### src/rtl/costas_loop_filter_ma_pi.sv
// Costas loop filter: run-time selectable moving average over 2^L phase
// detector samples, optionally followed by a shift-gain PI stage with
// saturating arithmetic and a sticky saturation flag. Fixed 2-cycle latency.
module costas_loop_filter_ma_pi #(
  parameter int IN_W     = 34,
  parameter int MAX_LOG2 = 6,
  parameter int OUT_W    = 35
) (
  input  logic                              clk,
  input  logic                              rst_n,
  input  logic                              clear,
  input  logic [$clog2(MAX_LOG2+1)-1:0]     cfg_log2_len,
  input  logic                              cfg_mode,
  input  logic [4:0]                        cfg_kp_shift,
  input  logic [4:0]                        cfg_ki_shift,
  input  logic signed [IN_W-1:0]            pd,
  input  logic                              pd_valid,
  output logic signed [OUT_W-1:0]           dout,
  output logic                              dout_valid,
  output logic                              warm,
  output logic                              sat_flag
);

  localparam int LW    = $clog2(MAX_LOG2 + 1);
  localparam int DEPTH = 1 << MAX_LOG2;
  localparam int SUM_W = IN_W + MAX_LOG2;

  // Floor average: arithmetic shift of the window sum, which always fits IN_W.
  function automatic logic signed [IN_W-1:0] floor_avg(input logic signed [SUM_W-1:0] s,
                                                       input logic [LW-1:0] l);
    return IN_W'(s >>> l);
  endfunction

  // True when a one-bit-wide result no longer fits OUT_W.
  function automatic logic ovf(input logic signed [OUT_W:0] v);
    return v[OUT_W] != v[OUT_W-1];
  endfunction

  // Clamp a one-bit-wide result to the OUT_W signed range.
  function automatic logic signed [OUT_W-1:0] sat_out(input logic signed [OUT_W:0] v);
    logic signed [OUT_W-1:0] max_v;
    logic signed [OUT_W-1:0] min_v;
    max_v = {1'b0, {(OUT_W-1){1'b1}}};
    min_v = {1'b1, {(OUT_W-1){1'b0}}};
    if (ovf(v)) return v[OUT_W] ? min_v : max_v;
    return v[OUT_W-1:0];
  endfunction

  // Sample history; never zeroed, stale slots are masked by the fill count.
  logic signed [IN_W-1:0]  mem [DEPTH];

  logic [MAX_LOG2-1:0]     wp_p1;
  logic [LW-1:0]           len_p1;
  logic [MAX_LOG2:0]       fill_p1;
  logic signed [SUM_W-1:0] sum_p1;
  logic                    warm_p1;
  logic                    vld_p1;

  logic [LW-1:0]           len_cfg;
  logic                    len_chg;
  logic [MAX_LOG2:0]       win_cur;
  logic [MAX_LOG2-1:0]     rd_ptr;
  logic signed [SUM_W-1:0] pd_x;
  logic signed [SUM_W-1:0] old_x;
  logic signed [SUM_W-1:0] sum_nxt;

  logic signed [IN_W-1:0]  avg_p1;
  logic signed [OUT_W:0]   avg_x;
  logic signed [OUT_W:0]   integ_sum;
  logic signed [OUT_W:0]   pi_sum;
  logic signed [OUT_W-1:0] integ_new;
  logic signed [OUT_W-1:0] pi_out;
  logic                    pi_ovf;
  logic signed [OUT_W-1:0] integ_p2;

  // Clamp the requested length, spot a change, and form the next window sum.
  always_comb begin
    len_cfg = (cfg_log2_len > LW'(MAX_LOG2)) ? LW'(MAX_LOG2) : cfg_log2_len;
    len_chg = (len_cfg != len_p1);
    win_cur = (MAX_LOG2+1)'(1) << len_p1;
    // Slot leaving the window; with the full depth this is the slot about to be overwritten.
    rd_ptr  = wp_p1 - win_cur[MAX_LOG2-1:0];
    pd_x    = SUM_W'(pd);
    old_x   = warm_p1 ? SUM_W'(mem[rd_ptr]) : {SUM_W{1'b0}};
    sum_nxt = sum_p1 + pd_x - old_x;
  end

  // Write accepted samples into the history; a cleared cycle discards its sample.
  always_ff @(posedge clk) begin
    if (rst_n && pd_valid && !clear) mem[wp_p1] <= pd;
  end

  // ---- stage 0 -> stage 1: window sum, fill count, warm, length tracking ----
  // Accumulate the running sum; a length change restarts the window, keeping wp.
  always_ff @(posedge clk or negedge rst_n) begin
    if (!rst_n) begin
      sum_p1  <= '0;
      fill_p1 <= '0;
      warm_p1 <= 1'b0;
      vld_p1  <= 1'b0;
      wp_p1   <= '0;
      len_p1  <= '0;
    end else begin
      len_p1 <= len_cfg;
      if (clear) begin
        sum_p1  <= '0;
        fill_p1 <= '0;
        warm_p1 <= 1'b0;
        vld_p1  <= 1'b0;
      end else begin
        vld_p1 <= pd_valid;
        if (pd_valid) wp_p1 <= wp_p1 + 1'b1;
        if (len_chg) begin
          // The coincident sample, if any, opens the new window.
          sum_p1  <= pd_valid ? pd_x : {SUM_W{1'b0}};
          fill_p1 <= (MAX_LOG2+1)'(pd_valid);
          warm_p1 <= pd_valid && (len_cfg == '0);
        end else if (pd_valid) begin
          sum_p1 <= sum_nxt;
          if (!warm_p1) fill_p1 <= fill_p1 + 1'b1;
          warm_p1 <= warm_p1 || ((fill_p1 + 1'b1) == win_cur);
        end
      end
    end
  end

  assign warm = warm_p1;

  // Average and PI arithmetic, each sum carried one bit wide before clamping.
  always_comb begin
    avg_p1    = floor_avg(sum_p1, len_p1);
    avg_x     = (OUT_W+1)'(avg_p1);
    integ_sum = (OUT_W+1)'(integ_p2) + (avg_x >>> cfg_ki_shift);
    integ_new = sat_out(integ_sum);
    pi_sum    = (avg_x >>> cfg_kp_shift) + (OUT_W+1)'(integ_new);
    pi_out    = sat_out(pi_sum);
    pi_ovf    = ovf(integ_sum) | ovf(pi_sum);
  end

  // ---- stage 1 -> stage 2: registered output, integrator, sticky flag ----
  // Register the filter output; dout holds between valid pulses.
  always_ff @(posedge clk or negedge rst_n) begin
    if (!rst_n) begin
      dout       <= '0;
      dout_valid <= 1'b0;
      integ_p2   <= '0;
      sat_flag   <= 1'b0;
    end else if (clear) begin
      dout_valid <= 1'b0;
      integ_p2   <= '0;
      sat_flag   <= 1'b0;
    end else begin
      dout_valid <= vld_p1;
      if (vld_p1) begin
        if (cfg_mode) begin
          dout     <= pi_out;
          integ_p2 <= integ_new;
          if (pi_ovf) sat_flag <= 1'b1;
        end else begin
          dout <= OUT_W'(avg_p1);
        end
      end
      // A window restart also restarts the integrator.
      if (len_chg) integ_p2 <= '0;
    end
  end

endmodule

### config.mk
export PLATFORM = sky130hd
export DESIGN_NAME = costas_loop_filter_ma_pi
export DESIGN_NICKNAME = d
export VERILOG_FILES = /design/src/rtl/costas_loop_filter_ma_pi.sv
export SDC_FILE = /design/constraint.sdc
export NUM_CORES = 2
export LEC_CHECK = 0
export CAP_MARGIN = 20
export CORE_MARGIN = 2
export CORE_UTILIZATION = 35
export CTS_CLUSTER_SIZE = 25
export DETAILED_ROUTE_END_ITERATION = 12
export PLACE_DENSITY_LB_ADDON = 0.1
export SYNTH_ARGS = -nofsm -noshare
export SYNTH_HDL_FRONTEND = slang
export SYNTH_SLANG_ARGS = --single-unit
### constraint.sdc
create_clock -name clk -period 14.05 [get_ports clk]
set_clock_uncertainty 0.1 [all_clocks]
set_input_delay 2.81 -clock clk [delete_from_list [all_inputs] [get_ports clk]]
set_output_delay 2.81 -clock clk [all_outputs]
set_load 0.005 [all_outputs]
Word level (Yosys, flattened, before mapping)
Memories as Yosys holds them, arrays and structs flattened. Cells that the tools add are included.

Flip-flop bits (word level): 130. Bits in writable memories: 2176. Output and inout bits: 38. Memories: 1. Latch bits: 0. Bits in read-only memories: 0.

Multiply operators: 0. Muxes and demuxes: 34. Shift-type cells: 4. Bitwise gates (word level): 2. Divide/modulo/power cells: 0. Magnitude comparators: 1. Equality and inequality tests: 5. Reductions and logical operators: 17. Add/subtract/negate cells: 7.

Memories: mem (depth 64, bits a word 34, rd ports 1, clocked after Yosys merged registers in 0, write ports 1, RTL line 50) `logic signed [IN_W-1:0] mem [DEPTH];`.

Operators by type and width (count): two-way mux 35 bit (11); two-way mux 40 bit (5); >>> shifter 34 x 5 -> 36 bit (2); adder 40 x 34 -> 40 bit (1); >>> shifter 40 x 3 -> 34 bit (1); subtractor 40 bit (1); adder 35 x 36 -> 36 bit (1); adder 36 x 35 -> 36 bit (1); two-way mux 7 bit (4); two-way mux 1 bit (13); nonzero test 3 bit (3); AND reduction 2 bit (4); adder 7 x 1 -> 7 bit, second input constant (1); == test 7 bit (1); << shifter 1 x 3 -> 7 bit, first input constant (1); adder 6 x 1 -> 6 bit, second input constant (1); nonzero test 2 bit (3); subtractor 6 bit (1); greater-than comparator 3 bit, second input constant (1); logical AND 1 bit (3); zero test 3 bit (1); two-way mux 3 bit (1); inequality test 3 x 2 -> 1 bit, second input constant (1); inequality test 3 bit (1); 6 further kinds (7).

Longest topological paths before layout
Word-level depth: 13. Depth in mapped cells: 37. Mapped depth without buffers: 31.

Least setup slack after synthesis
No wires, ideal clock.

Path kind: input-to-reg. Start: input cfg_ki_shift[0]. End: register dout[21]. Data required time: 13.863 ns. Stages on the path: 30. Library setup time: 0.087 ns. Path slack: 4.362 ns. Arrival time: 9.501 ns. Cells stage by stage: clkbuf_1 -> buf_1 -> buf_1 -> mux4_2 -> mux2i_1 -> mux2_2 -> ha_1 -> fa_1 -> a21o_1 -> a221oi_2 -> a21oi_2 -> o211ai_2 -> a2111o_1 -> o2bb2ai_1 -> a21o_1 -> buf_2 -> buf_2 -> nor2_1 -> ha_1 -> fa_1 -> a211oi_1 -> o21bai_1 -> a2bb2oi_1 -> nand3_2 -> o211ai_2 -> nand2_1 -> a211oi_4 -> buf_6 -> o221ai_1 -> o211ai_1.

Word-level cells in the longest chain between the ends: 10.

RTL lines: start: declaration (RTL line 15) `input logic [4:0] cfg_ki_shift,`; >>> shifter 34 x 5 -> 36 bit * (RTL line 133) `integ_sum = (OUT_W+1)'(integ_p2) + (avg_x >>> cfg_ki_shift);`; adder 35 x 36 -> 36 bit * (RTL line 133); two-way mux 35 bit / inequality test 1 bit (equally long branches) (RTL line 45, 36); two-way mux 35 bit / two-way mux 1 bit (equally long branches) (RTL line 45) `if (ovf(v)) return v[OUT_W] ? min_v : max_v;`; two-way mux 35 bit * (RTL line 46) `return v[OUT_W-1:0];`; adder 36 x 35 -> 36 bit * (RTL line 135) `pi_sum = (avg_x >>> cfg_kp_shift) + (OUT_W+1)'(integ_new);`; two-way mux 35 bit / inequality test 1 bit (equally long branches) (RTL line 45, 36); two-way mux 35 bit / two-way mux 1 bit (equally long branches) (RTL line 45); two-way mux 35 bit * (RTL line 46); two-way mux 35 bit * (RTL line 155) `if (cfg_mode) begin`; end signal: assignment (RTL line 156) `dout <= pi_out;`; end signal: assignment (RTL line 160) `dout <= OUT_W'(avg_p1);`; end: declaration (RTL line 18) `output logic signed [OUT_W-1:0] dout,`.

Every way passes the cells marked *; elsewhere a longest branch is shown, timed or not. The select of a mux whose other input is x is not followed. A chain may end at the register's enable or synchronous reset.

Worst setup path after layout
Start: input cfg_ki_shift[0]. End: register dout[27].

The elaborated chain is that of the path after synthesis.

==> results.py <==
metrics = {
    "clocking": {
        "cts_sinks": 2306,
        "cts.clk_slew.worst_paths_ps": 60,
        "post-cts-setup-buffers": 0,
        "htreeDepth": 5,
        "cts-root-buf": "clkbuf_16",
        "cts_resized": 0,
        "clockBufferDepth": 4,
        "insertion_delay_ps": 870,
        "numCtsBuffers": 263,
        "cts_tree": "built",
        "holdBufCountCts": 0,
    },
    "synth": {
        "synth_top_area_share": 0.641,
        "yosysTopAreaCell": "edfxtp_1",
        "synth_edf_count": 2176,
        "synth_fp_nets": 5991,
        "syn_inst": 5779,
        "yosysSeqAreaShare": 0.673,
        "async_flop_share": 0.0564,
        "ys_seq_elements": 2306,
        "netlist_top_cells_area": "edfxtp_1 64%, mux4_2 16%, dfrtp_1 3.2%",
        "yosys_warnings": 0,
        "synthesis.area_sq_um": 102000,
        "avgSynthCellArea_sq_um": 17.6,
        "synth_ff_type": "edfxtp_1",
        "synth_cell_types": 94,
    },
    "worst_setup_path": {
        "worstPathMaxFanout": 36,
        "critPathTopFamily": "compound AO/OA/AOI/OAI gates",
        "worst-path-buf-inv": 3,
        "cpPeakStageDelay_ps": 700,
        "cp.required_ps": 14720,
        "critPathCaptureType": "register",
        "worstPathArrival_ps": 11090,
        "crit_path_top_delay_cell": "a211oi_4",
        "start_kind": "input pin",
        "crit_type": "in2reg",
    },
    "timing": {
        "slew_headroom": 0.243,
        "fin_crit_sh": 0.742,
        "finalSetupTns_ps": 0,
        "max_freq_mhz": 96.0,
        "min_period_ps": 10420,
        "finalHoldViolations": 0,
        "finalSetupViolCount": 0,
        "rsz0062_at_grt": "false",
        "hold_ws_ps": 402,
        "worstMarginPinSlew_ps": 1110,
        "drv_slew": 0,
    },
    "floorplanning": {
        "die_area_sq_um": 296000,
        "start_util": 0.351,
        "die_h_um": 544,
        "fp.coreArea_sq_um": 290000,
        "ios": 90,
        "die_w_um": 544,
        "num_rows": 198,
    },
    "power_and_ir_drop": {
        "finalPower_mw": 22.8,
        "p_per_area_nw_per_um2": 196,
        "p_leak_nw": 38.9,
        "ir_drop_mv": 0.273,
    },
    "route": {
        "vias": 56300,
        "route.met2.wl_mm": 158,
        "wl_met3_mm": 16.5,
        "drtPass1Iterations": 5,
        "wl_per_cell_um": 32.8,
        "vias_per_cell": 5.58,
        "dr.first_iter.drc_count": 5977,
        "drt-met1-wl_mm": 148,
        "drt_wl_total_mm": 331,
        "ant_nets": 0,
        "drc": 0,
        "routed.top_layer": "met5",
    },
    "finish": {
        "drive_above_1_share": 0.242,
        "final_cell_count_no_fill": 10100,
        "nNetsFinal": 6205,
        "nFillCells": 26400,
        "area_growth_pct": 14.2,
        "final_cell_area_sq_um": 116000,
    },
    "global_routing": {
        "grt_usage": 0.222,
        "antenna_found_initial": 26,
        "overflow": 0,
        "grt_max_degree": 110,
        "grt_pass1_vias": 57400,
        "grt_pass1_wl_mm": 461,
    },
    "place": {
        "dp_cells": 9628,
        "hpwl_mm": 192,
        "place_area_sq_um": 108000,
        "port_buffers": 89,
        "gp_congestion": 0.893,
    },
    "worst_hold_path": {
        "hp-class": "reg2reg",
    },
    "job": {
        "drv_cap": 0,
    },
    "run_status": {
        "status": "finished clean",
    },
}
[per-layer routing]
layer,vias up,track usage
met5,-,0
met4,10,0.0603
met3,391,0.0286
met2,1605,0.360
met1,30500,0.316
li1,23800,-
[final timing paths]
check | from | to | slack, ps | cells after the start
max | cfg_ki_shift[0] | dout[27] | 3630 | 29
min | dout[34] | dout[34] | 400 | 2
max reg2reg | len_p1[0] | dout[27] | 3770 | 30
min reg2reg | dout[34] | dout[34] | 400 | 2
max in group asynchronous | rst_n | dout[27] | 10830 | 2
min in group asynchronous | rst_n | integ_p2[15] | 1710 | 1
[cells in the final DEF (no fill, tap or decap), types with 14 or more instances in the layout]
master	Yosys	routed
edfxtp_1	2176	2176
mux4_2	735	735
nand2_1	399	399
clkbuf_16	0	272
nor2_1	293	229
a21oi_1	195	195
inv_1	191	191
buf_4	4	183
o21ai_0	183	182
mux2i_1	137	136
dfrtp_1	130	126
ha_1	118	117
clkbuf_1	237	75
a21o_1	70	70
nand3_1	66	66
xnor2_1	69	66
nor2_4	0	64
mux2_2	57	57
clkinv_1	3	47
clkdlybuf4s50_1	0	45
nor3_1	44	44
buf_2	43	43
fa_1	42	41
o211a_1	39	39
xor2_1	41	39
a211oi_1	28	28
a31oi_1	27	27
a22oi_1	26	26
clkinv_2	0	26
o21a_1	24	24
nand2b_1	22	22
nand4_1	22	22
o22ai_1	23	22
o211ai_1	19	19
and3_1	19	19
o21bai_1	18	18
nor2b_1	16	16
o21ai_1	14	15
o31ai_1	14	14
[area by class of cell]
cell class              instances  area, sq um  share of cell area
clock buffers                 349         7120              0.0611
flip-flops and latches       2306        68600               0.590
well taps                    3900         4880              0.0419
clock inverters               103          902             0.00775
multi-input cells            2945        31800               0.274
inverters                     194          728             0.00626
repair buffers                283         2270              0.0195
diodes                         12         30.0            0.000258
[worst min-delay path, cell delays in order (launching register included)]
cell	delay, ps
dfrtp_1	350
nand2_1	50
o21ai_0	60
[metrics by stage]
stage	utilization	setup WS (ps)
floorplan	-	4360
global placement	0.373	2950
detailed placement	0.373	2850
CTS	0.401	3770
global route	0.401	3010
finish	0.401	3630
[cell usage after synthesis (all sizes together), types with 7 or more instances]
library cell  number
buf               95
a211o              9
and2              14
mux4             735
mux2i            137
clkbuf           239
o21ai            197
nor4              13
o22ai             23
dfrtp            130
or2                7
or3                7
a21o              70
edfxtp          2176
a211oi            29
a21oi            206
nand2            400
nand4             23
o21a              24
nand2b            22
o211a             40
and3              19
o211ai            21
nand3b             7
o21bai            18
nor2             293
mux2              57
nand3             67
ha               118
a31oi             29
o221ai             7
a22oi             26
fa                42
o221a             11
o31ai             14
nor2b             16
xnor2             69
xor2              41
nor3              45
inv              191
[report_power, final]
group	switching (mW)	internal (mW)	leakage (nW)	total [mW]
clock	2.76	3.80	3.90	6.56
combinational	5.16	3.35	13.8	8.51
sequential	0.0903	7.62	21.3	7.71
[registers in the layout, summed over array words and instances, names as in the netlist]
name        cells
vld_p1          1
fill_p1         7
sum_p1         40
warm            1
dout           35
integ_p2       35
dout_valid      1
wp_p1           6
len_p1          3
mem          2176
sat_flag        1
[logic make-up after synthesis]
kind of cell,Yosys count,share of synthesized area
simple gates,946,0.0403
mux,929,0.182
flops,2306,0.673
xor+xnor,110,0.00945
buf+inv,528,0.0204
fa+ha+maj,160,0.0227
compound gates,800,0.0521
Power figures use the tool's default switching activity.
